===== src/rtl/mma_pkg.sv =====
// Shared definitions for the MMA command front end: FSM states, command
// opcodes, register indices and response status codes.
package mma_pkg;

  // Front-end FSM states.
  typedef enum logic [2:0] {
    ST_IDLE   = 3'd0,
    ST_RESP   = 3'd1,
    ST_LAUNCH = 3'd2,
    ST_BUSY   = 3'd3,
    ST_DONE   = 3'd4
  } state_e;

  // Command opcodes carried on cmd_op.
  localparam logic [1:0] OP_WR_REG  = 2'b00;
  localparam logic [1:0] OP_RD_REG  = 2'b01;
  localparam logic [1:0] OP_START   = 2'b10;
  localparam logic [1:0] OP_ILLEGAL = 2'b11;

  // Response status codes carried on rsp_err.
  localparam logic [1:0] ERR_OK      = 2'b00;
  localparam logic [1:0] ERR_ILLEGAL = 2'b01;
  localparam logic [1:0] ERR_MISSING = 2'b10;
  localparam logic [1:0] ERR_BUSY    = 2'b11;

  // Register indices. Indices above REG_FLAGS are unmapped.
  localparam logic [3:0] REG_LHS_BASE         = 4'd0;
  localparam logic [3:0] REG_RHS_BASE         = 4'd1;
  localparam logic [3:0] REG_DST_BASE         = 4'd2;
  localparam logic [3:0] REG_BIAS_BASE        = 4'd3;
  localparam logic [3:0] REG_Q_MULT_PT        = 4'd4;
  localparam logic [3:0] REG_Q_SHIFT_PT       = 4'd5;
  localparam logic [3:0] REG_K                = 4'd6;
  localparam logic [3:0] REG_N                = 4'd7;
  localparam logic [3:0] REG_M                = 4'd8;
  localparam logic [3:0] REG_LHS_ROW_STRIDE_B = 4'd9;
  localparam logic [3:0] REG_DST_ROW_STRIDE_B = 4'd10;
  localparam logic [3:0] REG_RHS_COL_STRIDE_B = 4'd11;
  localparam logic [3:0] REG_FLAGS            = 4'd12;

  // Number of full 32-bit configuration words (indices 0..11).
  localparam int NUM_WORD_REGS = 12;

  // True when the index addresses a mapped register.
  function automatic logic reg_addr_valid(input logic [3:0] addr);
    return (addr <= REG_FLAGS);
  endfunction

endpackage


===== src/rtl/mma_cmd_frontend_if.sv =====
// Command/response channel bundle between a host and mma_cmd_frontend.
//
// Handshake: each channel transfers on the rising clk edge where valid and
// ready are both 1. The source holds valid and its payload stable until that
// edge; the sink may drive ready independently of valid.
interface mma_cmd_frontend_if;
  import mma_pkg::*;

  logic        cmd_valid;
  logic        cmd_ready;
  logic [1:0]  cmd_op;
  logic [3:0]  cmd_addr;
  logic [31:0] cmd_wdata;

  logic        rsp_valid;
  logic        rsp_ready;
  logic [31:0] rsp_data;
  logic [1:0]  rsp_err;

  // Host side: issues commands, consumes responses.
  modport master (
    output cmd_valid, cmd_op, cmd_addr, cmd_wdata, rsp_ready,
    input  cmd_ready, rsp_valid, rsp_data, rsp_err
  );

  // Front-end side: accepts commands, produces responses.
  modport slave (
    input  cmd_valid, cmd_op, cmd_addr, cmd_wdata, rsp_ready,
    output cmd_ready, rsp_valid, rsp_data, rsp_err
  );

endinterface


===== src/rtl/mma_cfg_regfile.sv =====
// Configuration register storage with a combinational read mux.
// Twelve 32-bit words plus a two-bit flags register; unmapped indices read 0
// and ignore writes.
module mma_cfg_regfile
  import mma_pkg::*;
(
  input  logic        clk,
  input  logic        rst,
  input  logic        wr_en,
  input  logic [3:0]  wr_addr,
  input  logic [31:0] wr_data,
  input  logic [3:0]  rd_addr,
  output logic [31:0] rd_data,
  output logic [31:0] lhs_base,
  output logic [31:0] rhs_base,
  output logic [31:0] dst_base,
  output logic [31:0] bias_base,
  output logic [31:0] q_mult_pt,
  output logic [31:0] q_shift_pt,
  output logic [31:0] k,
  output logic [31:0] n,
  output logic [31:0] m,
  output logic [31:0] lhs_row_stride_b,
  output logic [31:0] dst_row_stride_b,
  output logic [31:0] rhs_col_stride_b,
  output logic        use_per_channel,
  output logic        cfg_16bits_ia
);

  logic [31:0] regs_q [NUM_WORD_REGS];
  logic [31:0] regs_d [NUM_WORD_REGS];
  logic [1:0]  flags_q;
  logic [1:0]  flags_d;

  // Next-state of the register array: at most one location changes per write.
  always_comb begin
    regs_d  = regs_q;
    flags_d = flags_q;
    if (wr_en) begin
      if (wr_addr == REG_FLAGS) begin
        flags_d = wr_data[1:0];
      end else if (wr_addr < REG_FLAGS) begin
        regs_d[wr_addr] = wr_data;
      end
    end
  end

  // Register storage, cleared by reset.
  always_ff @(posedge clk or posedge rst) begin
    if (rst) begin
      for (int i = 0; i < NUM_WORD_REGS; i++) begin
        regs_q[i] <= '0;
      end
      flags_q <= '0;
    end else begin
      regs_q  <= regs_d;
      flags_q <= flags_d;
    end
  end

  // Read mux; flags occupy the two LSBs and the upper bits read 0.
  always_comb begin
    rd_data = '0;
    if (rd_addr < REG_FLAGS) begin
      rd_data = regs_q[rd_addr];
    end else if (rd_addr == REG_FLAGS) begin
      rd_data = {30'd0, flags_q};
    end
  end

  assign lhs_base         = regs_q[REG_LHS_BASE];
  assign rhs_base         = regs_q[REG_RHS_BASE];
  assign dst_base         = regs_q[REG_DST_BASE];
  assign bias_base        = regs_q[REG_BIAS_BASE];
  assign q_mult_pt        = regs_q[REG_Q_MULT_PT];
  assign q_shift_pt       = regs_q[REG_Q_SHIFT_PT];
  assign k                = regs_q[REG_K];
  assign n                = regs_q[REG_N];
  assign m                = regs_q[REG_M];
  assign lhs_row_stride_b = regs_q[REG_LHS_ROW_STRIDE_B];
  assign dst_row_stride_b = regs_q[REG_DST_ROW_STRIDE_B];
  assign rhs_col_stride_b = regs_q[REG_RHS_COL_STRIDE_B];
  assign use_per_channel  = flags_q[0];
  assign cfg_16bits_ia    = flags_q[1];

endmodule


===== src/rtl/mma_cmd_frontend.sv =====
// MMA command front end: decodes host register/start commands, launches the
// matrix controller and returns one response per command.
// Optional feature: define MMA_CMD_PERF_CNT_EN to count BUSY cycles and
// return the count in the START response.
module mma_cmd_frontend
  import mma_pkg::*;
(
  input  logic                clk,
  input  logic                rst,
  mma_cmd_frontend_if.slave   bus,
  output logic                calc_start,
  input  logic                sa_ready,
  input  logic                wb_valid,
  output logic                wb_ready,
  input  logic [1:0]          err_code,
  output logic [31:0]         lhs_base,
  output logic [31:0]         rhs_base,
  output logic [31:0]         dst_base,
  output logic [31:0]         bias_base,
  output logic [31:0]         q_mult_pt,
  output logic [31:0]         q_shift_pt,
  output logic [31:0]         k,
  output logic [31:0]         n,
  output logic [31:0]         m,
  output logic [31:0]         lhs_row_stride_b,
  output logic [31:0]         dst_row_stride_b,
  output logic [31:0]         rhs_col_stride_b,
  output logic                use_per_channel,
  output logic                cfg_16bits_ia,
  output state_e              dbg_state
);

  state_e      state_q;
  state_e      state_d;
  logic [31:0] rsp_data_q;
  logic [31:0] rsp_data_d;
  logic [1:0]  rsp_err_q;
  logic [1:0]  rsp_err_d;

  logic        cmd_accept;
  logic        addr_ok;
  logic        wr_en;
  logic [31:0] rd_data;
  logic [31:0] done_count;

  assign cmd_accept = (state_q == ST_IDLE) && bus.cmd_valid;
  assign addr_ok    = reg_addr_valid(bus.cmd_addr);
  assign wr_en      = cmd_accept && (bus.cmd_op == OP_WR_REG) && addr_ok;

  mma_cfg_regfile u_regfile (
    .clk              (clk),
    .rst              (rst),
    .wr_en            (wr_en),
    .wr_addr          (bus.cmd_addr),
    .wr_data          (bus.cmd_wdata),
    .rd_addr          (bus.cmd_addr),
    .rd_data          (rd_data),
    .lhs_base         (lhs_base),
    .rhs_base         (rhs_base),
    .dst_base         (dst_base),
    .bias_base        (bias_base),
    .q_mult_pt        (q_mult_pt),
    .q_shift_pt       (q_shift_pt),
    .k                (k),
    .n                (n),
    .m                (m),
    .lhs_row_stride_b (lhs_row_stride_b),
    .dst_row_stride_b (dst_row_stride_b),
    .rhs_col_stride_b (rhs_col_stride_b),
    .use_per_channel  (use_per_channel),
    .cfg_16bits_ia    (cfg_16bits_ia)
  );

`ifdef MMA_CMD_PERF_CNT_EN
  logic [31:0] cnt_q;
  logic [31:0] cnt_d;
  logic [31:0] cnt_inc;

  // BUSY-cycle counter: cleared on launch, saturating increment while busy.
  always_comb begin
    cnt_inc = (cnt_q == 32'hFFFF_FFFF) ? cnt_q : cnt_q + 32'd1;
    cnt_d   = cnt_q;
    if (state_q == ST_LAUNCH) begin
      cnt_d = '0;
    end else if (state_q == ST_BUSY) begin
      cnt_d = cnt_inc;
    end
  end

  // Counter register.
  always_ff @(posedge clk or posedge rst) begin
    if (rst) begin
      cnt_q <= '0;
    end else begin
      cnt_q <= cnt_d;
    end
  end

  // The completion cycle itself is a BUSY cycle, so report the incremented value.
  assign done_count = cnt_inc;
`else
  assign done_count = '0;
`endif

  // FSM state and response registers.
  always_ff @(posedge clk or posedge rst) begin
    if (rst) begin
      state_q    <= ST_IDLE;
      rsp_data_q <= '0;
      rsp_err_q  <= ERR_OK;
    end else begin
      state_q    <= state_d;
      rsp_data_q <= rsp_data_d;
      rsp_err_q  <= rsp_err_d;
    end
  end

  // Next-state logic.
  always_comb begin
    state_d = state_q;
    case (state_q)
      ST_IDLE: begin
        if (bus.cmd_valid) begin
          if ((bus.cmd_op == OP_START) && sa_ready) begin
            state_d = ST_LAUNCH;
          end else begin
            state_d = ST_RESP;
          end
        end
      end
      ST_RESP, ST_DONE: begin
        if (bus.rsp_ready) begin
          state_d = ST_IDLE;
        end
      end
      ST_LAUNCH: state_d = ST_BUSY;
      ST_BUSY: begin
        if (wb_valid) begin
          state_d = ST_DONE;
        end
      end
      default: state_d = ST_IDLE;
    endcase
  end

  // Outputs decoded from state, plus next values of the response payload.
  always_comb begin
    bus.cmd_ready = (state_q == ST_IDLE);
    bus.rsp_valid = (state_q == ST_RESP) || (state_q == ST_DONE);
    calc_start    = (state_q == ST_LAUNCH);
    wb_ready      = (state_q == ST_BUSY);

    rsp_data_d = rsp_data_q;
    rsp_err_d  = rsp_err_q;
    if (cmd_accept) begin
      rsp_data_d = '0;
      case (bus.cmd_op)
        OP_WR_REG: rsp_err_d = addr_ok ? ERR_OK : ERR_ILLEGAL;
        OP_RD_REG: begin
          rsp_err_d  = addr_ok ? ERR_OK : ERR_ILLEGAL;
          rsp_data_d = addr_ok ? rd_data : '0;
        end
        OP_START:  rsp_err_d = sa_ready ? ERR_OK : ERR_BUSY;
        default:   rsp_err_d = ERR_ILLEGAL;
      endcase
    end else if ((state_q == ST_BUSY) && wb_valid) begin
      rsp_data_d = done_count;
      rsp_err_d  = err_code;
    end else if (bus.rsp_valid && bus.rsp_ready) begin
      // Clear after delivery so the idle bus carries no stale payload.
      rsp_data_d = '0;
      rsp_err_d  = ERR_OK;
    end
  end

  assign bus.rsp_data = rsp_data_q;
  assign bus.rsp_err  = rsp_err_q;
  assign dbg_state    = state_q;

endmodule


===== src/flat_wrapper.sv =====
// flat-port wrapper written by rule: the top's interface ports become plain ports
module mma_cmd_frontend_flat import mma_pkg::*;
  (clk, rst, calc_start, sa_ready, wb_valid, wb_ready, err_code, lhs_base, rhs_base, dst_base, bias_base, q_mult_pt, q_shift_pt, k, n, m, lhs_row_stride_b, dst_row_stride_b, rhs_col_stride_b, use_per_channel, cfg_16bits_ia, dbg_state, bus_cmd_valid, bus_cmd_op, bus_cmd_addr, bus_cmd_wdata, bus_rsp_ready, bus_cmd_ready, bus_rsp_valid, bus_rsp_data, bus_rsp_err);
  mma_cmd_frontend_if bus_i ();
  input  logic clk;
  input  logic rst;
  output logic calc_start;
  input  logic sa_ready;
  input  logic wb_valid;
  output logic wb_ready;
  input  logic [1:0] err_code;
  output logic [31:0] lhs_base;
  output logic [31:0] rhs_base;
  output logic [31:0] dst_base;
  output logic [31:0] bias_base;
  output logic [31:0] q_mult_pt;
  output logic [31:0] q_shift_pt;
  output logic [31:0] k;
  output logic [31:0] n;
  output logic [31:0] m;
  output logic [31:0] lhs_row_stride_b;
  output logic [31:0] dst_row_stride_b;
  output logic [31:0] rhs_col_stride_b;
  output logic use_per_channel;
  output logic cfg_16bits_ia;
  output state_e dbg_state;
  input wire logic [$bits(bus_i.cmd_valid)-1:0] bus_cmd_valid;
  input wire logic [$bits(bus_i.cmd_op)-1:0] bus_cmd_op;
  input wire logic [$bits(bus_i.cmd_addr)-1:0] bus_cmd_addr;
  input wire logic [$bits(bus_i.cmd_wdata)-1:0] bus_cmd_wdata;
  input wire logic [$bits(bus_i.rsp_ready)-1:0] bus_rsp_ready;
  output wire logic [$bits(bus_i.cmd_ready)-1:0] bus_cmd_ready;
  output wire logic [$bits(bus_i.rsp_valid)-1:0] bus_rsp_valid;
  output wire logic [$bits(bus_i.rsp_data)-1:0] bus_rsp_data;
  output wire logic [$bits(bus_i.rsp_err)-1:0] bus_rsp_err;
  assign bus_i.cmd_valid = bus_cmd_valid;
  assign bus_i.cmd_op = bus_cmd_op;
  assign bus_i.cmd_addr = bus_cmd_addr;
  assign bus_i.cmd_wdata = bus_cmd_wdata;
  assign bus_i.rsp_ready = bus_rsp_ready;
  assign bus_cmd_ready = bus_i.cmd_ready;
  assign bus_rsp_valid = bus_i.rsp_valid;
  assign bus_rsp_data = bus_i.rsp_data;
  assign bus_rsp_err = bus_i.rsp_err;
  mma_cmd_frontend u_core (.clk(clk), .rst(rst), .bus(bus_i), .calc_start(calc_start), .sa_ready(sa_ready), .wb_valid(wb_valid), .wb_ready(wb_ready), .err_code(err_code), .lhs_base(lhs_base), .rhs_base(rhs_base), .dst_base(dst_base), .bias_base(bias_base), .q_mult_pt(q_mult_pt), .q_shift_pt(q_shift_pt), .k(k), .n(n), .m(m), .lhs_row_stride_b(lhs_row_stride_b), .dst_row_stride_b(dst_row_stride_b), .rhs_col_stride_b(rhs_col_stride_b), .use_per_channel(use_per_channel), .cfg_16bits_ia(cfg_16bits_ia), .dbg_state(dbg_state));
endmodule

===== config.mk =====
export PLATFORM = sky130hd
export DESIGN_NAME = mma_cmd_frontend_flat
export DESIGN_NICKNAME = d
export VERILOG_FILES = /design/src/rtl/mma_pkg.sv /design/src/rtl/mma_cmd_frontend_if.sv /design/src/rtl/mma_cfg_regfile.sv /design/src/rtl/mma_cmd_frontend.sv /design/src/flat_wrapper.sv
export SDC_FILE = /design/constraint.sdc
export NUM_CORES = 1
export LEC_CHECK = 0
export ABC_CLOCK_PERIOD_IN_PS = 34800
export BUFFER_PORTS_ARGS = -buffer_cell sky130_fd_sc_hd__buf_4
export CAP_MARGIN = 20
export CORE_AREA = 2 2 212 162
export CTS_CLUSTER_SIZE = 25
export DETAILED_ROUTE_END_ITERATION = 16
export DIE_AREA = 0 0 214 164
export PLACE_DENSITY = 0.87
export SLEW_MARGIN = 20
export SYNTH_ARGS = -nofsm -noshare
export SYNTH_HDL_FRONTEND = slang
export SYNTH_SLANG_ARGS = --single-unit

===== constraint.sdc =====
create_clock -name clk -period 34.8 [get_ports clk]
set_input_delay 3.48 -clock clk [delete_from_list [all_inputs] [get_ports clk]]
set_output_delay 3.48 -clock clk [all_outputs]
set_load 0.02 [all_outputs]

After elaboration in Yosys (flattened, before gate mapping)

Index checks and enable logic that the tools add are counted.
W data, S select, Z words.

Bits in registers: 423
Logic and storage cells: 72
Output and inout port bits: 427

Magnitude comparators: 4
Equal/unequal tests: 10
Bitwise operators: 2
Reduce and logical (&&, ||, !) cells: 16
Multiplexer cells: 24

Operators with widths:

| operator             | count |
|---|---|
| $bwmux W384          | 1 |
| $mux W32             | 9 |
| $bmux W32 S4         | 1 |
| $demux W32 S4        | 1 |
| $mux W2              | 6 |
| $pmux W3 S4          | 1 |
| $mux W3              | 3 |
| $logic_and A1 B1 Y1  | 7 |
| $eq A3 B2 Y1 const B | 2 |
| $ne A2 B2 Y1 const B | 3 |
| $reduce_and A3 Y1    | 2 |
| $ge A5 B5 Y1 const B | 1 |
| $lt A5 B1 Y1 const B | 1 |
| $not A4 Y5           | 1 |
| $eq A4 B4 Y1 const B | 1 |
| $le A4 B4 Y1 const B | 1 |
| $lt A4 B4 Y1 const B | 1 |
| $pmux W2 S2          | 1 |
| $reduce_or A2 Y1     | 2 |
| $eq A3 B1 Y1 const B | 1 |
| $eq A3 B3 Y1 const B | 1 |
| $logic_not A3 Y1     | 1 |
| $reduce_bool A3 Y1   | 1 |
| $eq A2 B1 Y1 const B | 1 |
| other kinds (6)      | 6 |

Depth between registers and ports, before layout

Gate-level depths: netlist (run 1).

Depth after elaboration: 8
Gate-level depth with buffers: 8
Mapped depth without buffers: 4

Cells and area by module

A second synthesis (run 1) with hierarchy kept.

Cell total of the unflattened synthesis: 1,220
Area, all modules: 18,964.4 um^2

By module, submodules not included:

| module           | seq. area each (um^2) | cells an instance | area each (um^2) | instances |
|---|---|---|---|---|
| mma_cfg_regfile  | 9,659.3               | 1,103             | 17,367.9         | 1 |
| mma_cmd_frontend | 925.9                 | 117               | 1,596.5          | 1 |

Worst setup path before layout (run 1)

OpenSTA, ideal clock, no wires.

Path type: input to register
From: input port bus_cmd_addr[0]
To: register u_core.rsp_data_q[10] (netlist: u_core.bus.rsp_data[10])
Setup time: 0.132 ns
Path slack: 29.594 ns
Buffers on the path: 3
Data required time: 34.668 ns
Cell stages on the path: 6
Arrival: 5.073 ns
Path through: clkbuf_1 > buf_2 > buf_2 > mux4_2 > a22oi_1 > o21ai_1

Longest elaborated chain between the ends: 8

RTL lines:

| what                                        | line                    | source |
|---|---|---|
| start, declared                             | flat_wrapper.sv:29      | `input wire logic [$bits(bus_i.cmd_addr)-1:0] bus_cmd_addr;` |
| $not A4 Y5 (not written as such)            | mma_cfg_regfile.sv:65   | `rd_data = regs_q[rd_addr];` |
| $bmux W32 S4                                | mma_cfg_regfile.sv:65   |  |
| $mux W32 (not written as such) (2 in a row) | mma_cfg_regfile.sv:65   |  |
| $mux W32                                    | mma_cfg_regfile.sv:64   | `if (rd_addr < REG_FLAGS) begin` |
| $mux W32 *                                  | mma_cmd_frontend.sv:161 | `rsp_data_d = addr_ok ? rd_data : '0;` |
| $mux W32 *                                  | mma_cmd_frontend.sv:157 | `case (bus.cmd_op)` |
| $mux W32 *                                  | mma_cmd_frontend.sv:155 | `if (cmd_accept) begin` |
| end signal, assigned                        | mma_cmd_frontend.sv:113 | `rsp_data_q <= rsp_data_d;` |
| end, declared                               | mma_cmd_frontend.sv:35  | `logic [31:0] rsp_data_q;` |

Mark *: on every way between the ends. The rest lies on a longest branch, timed or not. The select of a mux whose other input is x is not followed.
A chain may end at the register's enable or synchronous reset.

Worst setup path in the final report (run 1)

From: input port bus_cmd_addr[1]
To: register u_core.u_regfile.regs_q (netlist bit u_core.u_regfile.lhs_base[24])

Longest elaborated chain between the ends: 6

RTL lines:

| what                                                                      | line                  | source |
|---|---|---|
| $not A4 Y5 (not written as such)                                          | mma_cfg_regfile.sv:43 | `regs_d[wr_addr] = wr_data;` |
| $ge A5 B5 Y1 (not written as such) / $lt A5 B1 Y1 (equally long branches) | mma_cfg_regfile.sv:43 |  |
| $logic_and A1 B1 Y1 (not written as such)                                 | mma_cfg_regfile.sv:43 |  |
| $mux W32 (not written as such)                                            | mma_cfg_regfile.sv:43 |  |
| $demux W32 S4                                                             | mma_cfg_regfile.sv:43 |  |
| $bwmux W384                                                               | mma_cfg_regfile.sv:43 |  |
| end signal, assigned                                                      | mma_cfg_regfile.sv:56 | `regs_q <= regs_d;` |
| end, declared                                                             | mma_cfg_regfile.sv:30 | `logic [31:0] regs_q [NUM_WORD_REGS];` |

Several ways; a longest one is shown, not always the timed one.

==> flow_summary.ini, run 1 <==
[timing]
rsz0062_at_grt = false
skew_ns = 0.0118
drv_slew = 0
fmax_ghz = 0.170
final-hold-violation-count = 0
final.period_utilization = 0.169
hold_slack_ns = 0.510
fin_tns_setup_ns = 0
setup_slack_ns = 28.91
min_period_ns = 5.89
relSlewSlack = 0.281
final-setup-viol-count = 0
worstMarginPinSlew_ns = 1.08

[pwr]
vdd_ir_drop_max_mv = 0.0481
powerDensity_nw_per_um2 = 62.4
cellLeakagePower_nw = 12.6

[synth]
async_flop_share = 1.00
yosys.area_share.simple = 0.0189
synth.distinct_cells = 46
synth_commonest_cells = dfrtp_1, mux2_1, mux4_2, clkbuf_1, buf_2
synth_compound_gate_area_share = 0.0264
synthMuxAreaShare = 0.364
synth.yosys.seq_area_share = 0.562
synth_edf_count = 0
synth_top_flop_cell = dfrtp_1
synth_area_sq_um = 18800
synth_adder_area_share = 0
synth_top_area_frac = 0.562
synth.largest_area_cell = dfrtp_1
syn_inst = 1179
synth.avg_cell_area_sq_um = 16.0
ys_warn_count = 0
synth.area.top_cells = dfrtp_1, mux2_1, mux4_2
ys_seq_elements = 423
synth-xor-area-share = 0.000465
yosys.cell_count.top_type = dfrtp_1
synth_top_family_by_area = multiplexers
syn_nets = 1225

[setup_path]
cp_cell_sequence = buf_4, or2_2, nor4_1, nand2_2, mux2_1
cpLargestDelayFamily = simple AND/OR/NAND/NOR gates
cp-end-kind = flip-flop
crit_fanout = 48
critPathSlowestCell = nand2_2
r2r_start = u_core.dbg_state[0]$_DFFE_PP0P_
slowest_delay_ns = 0.82
worstSetupStartpointType = input pin
regToRegSetupSlack_ns = 31.54
path_buf_inv = 1
crit_arrival_ns = 6.30
r2r-end = u_core.u_regfile.lhs_base[24]$_DFFE_PP0P_
rr_worst_depth = 4
crit_required_ns = 35.21
path_class = input pin to flip-flop

[place]
gp_congestion = 0.891
detailedPlacementHpwl_mm = 38.5
postPlaceCellArea_sq_um = 22600
pre_cts_slack_ns = 28.36
port_buffers = 472

[floorplan]
num_rows = 58
start_util = 0.570
die_y_um = 164
die_area_sq_um = 35100
die_x_um = 214
core_area_sq_um = 33000
ioPinCount = 473

[route]
vias_per_cell = 6.21
routed_wl_mm = 58.1
ant_nets = 0
drt_first_pass_iters = 6
drc = 0
routedWlPerCell_um = 27.9
vias = 12945
detail_route.iter0.violations = 1139

[clock_tree]
clk_pin_slew_ns = 0.06
cts-root-buf = clkbuf_16
clk_latency_ns = 0.54
htree_levels = 2
post_cts_resized = 0
cts_buffers = 42
postCtsSetupBuffers = 0
cts.sink_count = 423
clockBufferDepth = 3
cts_tree = yes
holdBufCountCts = 0

[hold_path]
holdPathStages = 1
min_path_type = flip-flop to flip-flop
holdCritStartpoint = u_core.bus.rsp_data[1]$_DFFE_PP0P_
holdPathEnd = u_core.bus.rsp_data[1]$_DFFE_PP0P_

[outcome]
status = completed

[layout]
nNetsFinal = 1649
drive_gt1_frac = 0.411
syn2layout_area_growth_pct = 27.5
n_fill_cell = 2128
fin_area_sq_um = 24000

[global_routing]
grt_pass1_vias = 13493
gr-total-overflow = 0
antenna_found_initial = 1
grt_use_total = 0.332
grt_start_max_net_pins = 116
grt_pass1_wl_mm = 87.4

[run]
maxCapViolCount = 0
-- state kept, by name, summed over array words and instances (netlist names) --
signal                             count
u_core.bus.rsp_data                   32
u_core.u_regfile.bias_base            32
u_core.u_regfile.dst_base             32
u_core.u_regfile.dst_row_stride_b     32
u_core.u_regfile.k                    32
u_core.u_regfile.lhs_base             32
u_core.u_regfile.lhs_row_stride_b     32
u_core.u_regfile.m                    32
u_core.u_regfile.n                    32
u_core.u_regfile.q_mult_pt            32
u_core.u_regfile.q_shift_pt           32
u_core.u_regfile.rhs_base             32
u_core.u_regfile.rhs_col_stride_b     32
u_core.dbg_state                       3
u_core.bus.rsp_err                     2
u_core.u_regfile.flags_q               2
-- how the worst max path moves through the flow --
| stage | startpoint | to | slack [ns] | cells past startpoint |
|---|---|---|---|---|
| CTS | bus_cmd_addr[0] | u_core.u_regfile.lhs_base[5]$_DFFE_PP0P_ | 28.94 | 5 |
| detailed placement | bus_cmd_addr[0] | u_core.u_regfile.lhs_base[5]$_DFFE_PP0P_ | 28.36 | 5 |
| global route | bus_cmd_addr[0] | u_core.u_regfile.lhs_base[5]$_DFFE_PP0P_ | 28.79 | 5 |
| finish | bus_cmd_addr[1] | u_core.u_regfile.lhs_base[24]$_DFFE_PP0P_ | 28.91 | 5 |
| global placement | bus_cmd_addr[0] | u_core.u_regfile.m[14]$_DFFE_PP0P_ | 28.54 | 5 |
| floorplan | rst | u_core.bus.rsp_data[0]$_DFFE_PP0P_ | 19.54 | 1 |
-- logic make-up after synthesis --
family | count (synthesis)
XOR/XNOR | 1
AND/OR/NAND/NOR | 48
AO/OA/AOI/OAI | 75
multiplexers | 517
buffers and inverters | 115
flip-flops | 423
-- worst register-to-register path: stages (launching register included) --
cell and delay, ns:
dfrtp_1 0.54, or3_1 0.51, nor4_1 0.64, nand2_2 0.82, mux2_1 0.61
-- cells in the final DEF, fill, tap and decap left out, drive strengths merged, types with 3 or more instances in the layout --
master | Yosys | routed
a211oi | 3 | 3
a22oi | 31 | 31
buf | 58 | 490
clkbuf | 52 | 65
clkinv | 0 | 8
dfrtp | 423 | 423
inv | 5 | 5
mux2 | 390 | 390
mux2i | 32 | 32
mux4 | 95 | 95
nand2 | 7 | 7
nand3 | 6 | 6
nand3b | 3 | 3
nor2 | 6 | 6
nor2b | 5 | 5
nor4bb | 3 | 3
o21ai | 31 | 31
-- report_power, final --
part | leakage [nW] | switching [mW] | internal (mW) | total [mW]
combinational | 6.16 | 0.223 | 0.181 | 0.404
sequential | 5.80 | 0.0763 | 0.567 | 0.643
clock | 0.684 | 0.188 | 0.264 | 0.452
total | 12.6 | 0.486 | 1.01 | 1.50
-- stage by stage --
stage                     power (mW)  utilization  instances
final                           1.50        0.727       2084
after detailed placement        1.05        0.684       2008
after CTS                       1.50        0.726       2082
after global placement          1.04        0.684       2007
after global routing            1.55        0.727       2084
after floorplan                0.847            -       1179
-- layer usage --
layer / GRT usage / wire [um]
met1: 0.437 / 22800
met2: 0.530 / 27800
met3: 0.0898 / 5110
met4: 0.137 / 2280
met5: 0 / 0
-- final cells by class --
class                      instances  area [sq um]  share of cell area
antenna                            1          2.50            0.000104
clock buffer                      65          1300              0.0542
clock inverter                     9          70.1             0.00292
inverter                           5          26.3             0.00109
multi-input combinational        641          7730               0.322
sequential                       423         10600               0.441
tap                              450           563              0.0235
timing repair buffer             490          3720               0.155
Note: power is estimated with default switching activity, not from simulation.
==> run 2, diff against run 1 <==
- ABC_CLOCK_PERIOD_IN_PS: 34800 -> 5800
- CORE_AREA: 2 2 212 162 -> 2 2 219 167
- DIE_AREA: 0 0 214 164 -> 0 0 221 169
- PLACE_DENSITY: 0.87 -> 0.82
- clock period: 34.8 -> 5.8 ns (I/O delays scaled with it)
==> run 2 against run 1 <==
Effect of this change:
- register-to-register slack got worse by 29 ns
- critical path depth did not move
- clock skew rose by 0.0014 ns
- sequential share of layout area barely moved
- sequential cell count did not move
- worst hold slack got worse by 0.22 ns
- first-iteration DRC count rose by 18%
- sequential power rose to 6.0 times the previous value
==> flow_summary.ini, run 2 (synthesized netlist as in run 1, its figures left out) <==
[outcome]
status = completed

[global_routing]
grt_pass1_wl_mm = 88.7
gr-total-overflow = 0
grt_start_max_net_pins = 164
antenna_found_initial = 0
grt_pass1_vias = 13407
grt_use_total = 0.314

[timing]
relSlewSlack = 0.256
min_period_ns = 3.62
drv_slew = 0
skew_ns = 0.0133
final-hold-violation-count = 0
final.period_utilization = 0.624
final-setup-viol-count = 0
rsz0062_at_grt = false
worstMarginPinSlew_ns = 1.11
fmax_ghz = 0.276
fin_tns_setup_ns = 0
setup_slack_ns = 2.18

[place]
post-place-cells = 2021
pre_cts_slack_ns = 1.83
port_buffers = 472
postPlaceCellArea_sq_um = 22600
detailedPlacementHpwl_mm = 39.3
gp_congestion = 0.872

[route]
detail_route.iter0.violations = 1347
routed_wl_mm = 59.4
ant_nets = 0
vias_per_cell = 6.24
routedWlPerCell_um = 28.3
drt_first_pass_iters = 5
drc = 0
vias = 13082

[setup_path]
endpoint = u_core.u_regfile.k[9]$_DFFE_PP0P_
r2r_start = u_core.dbg_state[0]$_DFFE_PP0P_
rr_worst_depth = 5
crit_fanout = 18
regToRegSetupSlack_ns = 2.18
crit_required_ns = 6.22
worstSetupStartpointType = flip-flop
r2r-end = u_core.u_regfile.k[9]$_DFFE_PP0P_
cp-startpoint = u_core.dbg_state[0]$_DFFE_PP0P_
path_class = flip-flop to flip-flop
cp-end-kind = flip-flop
crit_arrival_ns = 4.03

[clock_tree]
clk_pin_slew_ns = 0.06
cts_buffers = 42
cts_tree = yes
holdBufCountCts = 0
clockBufferDepth = 3
clk_latency_ns = 0.54
htree_levels = 2
post_cts_resized = 0
cts.sink_count = 423
cts-root-buf = clkbuf_16
postCtsSetupBuffers = 0

[layout]
final_common_cell = buf_4
n_antenna_cell = 0
drive_gt1_frac = 0.410
fin_area_sq_um = 24000
final_cells = 2096
final_cell_mix = buf_4, dfrtp_1, mux2_1
nNetsFinal = 1647
syn2layout_area_growth_pct = 27.5

[floorplan]
core_area_sq_um = 35400
die_y_um = 169
start_util = 0.532
die_area_sq_um = 37300
num_rows = 60
ioPinCount = 473
die_x_um = 221

[pwr]
powerDensity_nw_per_um2 = 375
vdd_ir_drop_max_mv = 0.270
cellLeakagePower_nw = 12.6

[run]
maxCapViolCount = 0

[hold_path]
min_path_type = input pin to asynchronous set/reset pin
-- run 2: cell type report --
class | count | area [sq um]
inverter | 5 | 22.5
tap | 465 | 582
clock inverter | 11 | 116
multi-input combinational | 641 | 7750
fill | 2420 | 11400
timing repair buffer | 488 | 3700
sequential | 423 | 10600
clock buffer | 63 | 1250
-- run 2: metal layers --
layer	vias to the layer above	global-route usage	wire length [um]
met3	119	0.0717	4740
met5	-	0	0
met2	686	0.505	28500
li1	5256	-	-
met1	7021	0.433	24400
met4	0	0.0960	1780
-- run 2: worst max-delay path, stage by stage, from the launching register on --
cell and delay (ns):
dfrtp_1 0.58, or3_1 0.53, nor4_4 0.74, nand3_2 0.80, buf_4 0.49, mux2_1 0.35
-- run 2: through the flow --
| stage | util | total power, mW | hold WS (ns) |
|---|---|---|---|
| 2_1_floorplan | - | 5.08 | 0.602 |
| 3_3_place_gp | 0.639 | 6.24 | 0.476 |
| 3_5_place_dp | 0.640 | 6.30 | 0.496 |
| 4_1_cts | 0.679 | 9.03 | 0.319 |
| 5_1_grt | 0.679 | 9.31 | 0.340 |
| 6_report | 0.679 | 9.00 | 0.287 |
-- run 2: power breakdown --
group	internal [mW]	switching, mW
sequential	3.40	0.473
clock	1.58	1.15
combinational	1.08	1.32
total	6.06	2.94
-- run 2: worst min-delay path by stage --
stage / from / to / slack (ns) / depth (start not counted)
after detailed placement: u_core.bus.rsp_data[1]$_DFFE_PP0P_ / u_core.bus.rsp_data[1]$_DFFE_PP0P_ / 0.50 / 1
after global routing: err_code[0] / u_core.bus.rsp_err[0]$_DFFE_PP0P_ / 0.34 / 3
after floorplan: u_core.bus.rsp_err[0]$_DFFE_PP0P_ / u_core.bus.rsp_err[0]$_DFFE_PP0P_ / 0.60 / 2
after CTS: err_code[0] / u_core.bus.rsp_err[0]$_DFFE_PP0P_ / 0.32 / 3
after global placement: u_core.bus.rsp_data[1]$_DFFE_PP0P_ / u_core.bus.rsp_data[1]$_DFFE_PP0P_ / 0.48 / 1
final: rst / u_core.u_regfile.lhs_base[1]$_DFFE_PP0P_ / 0.29 / 3
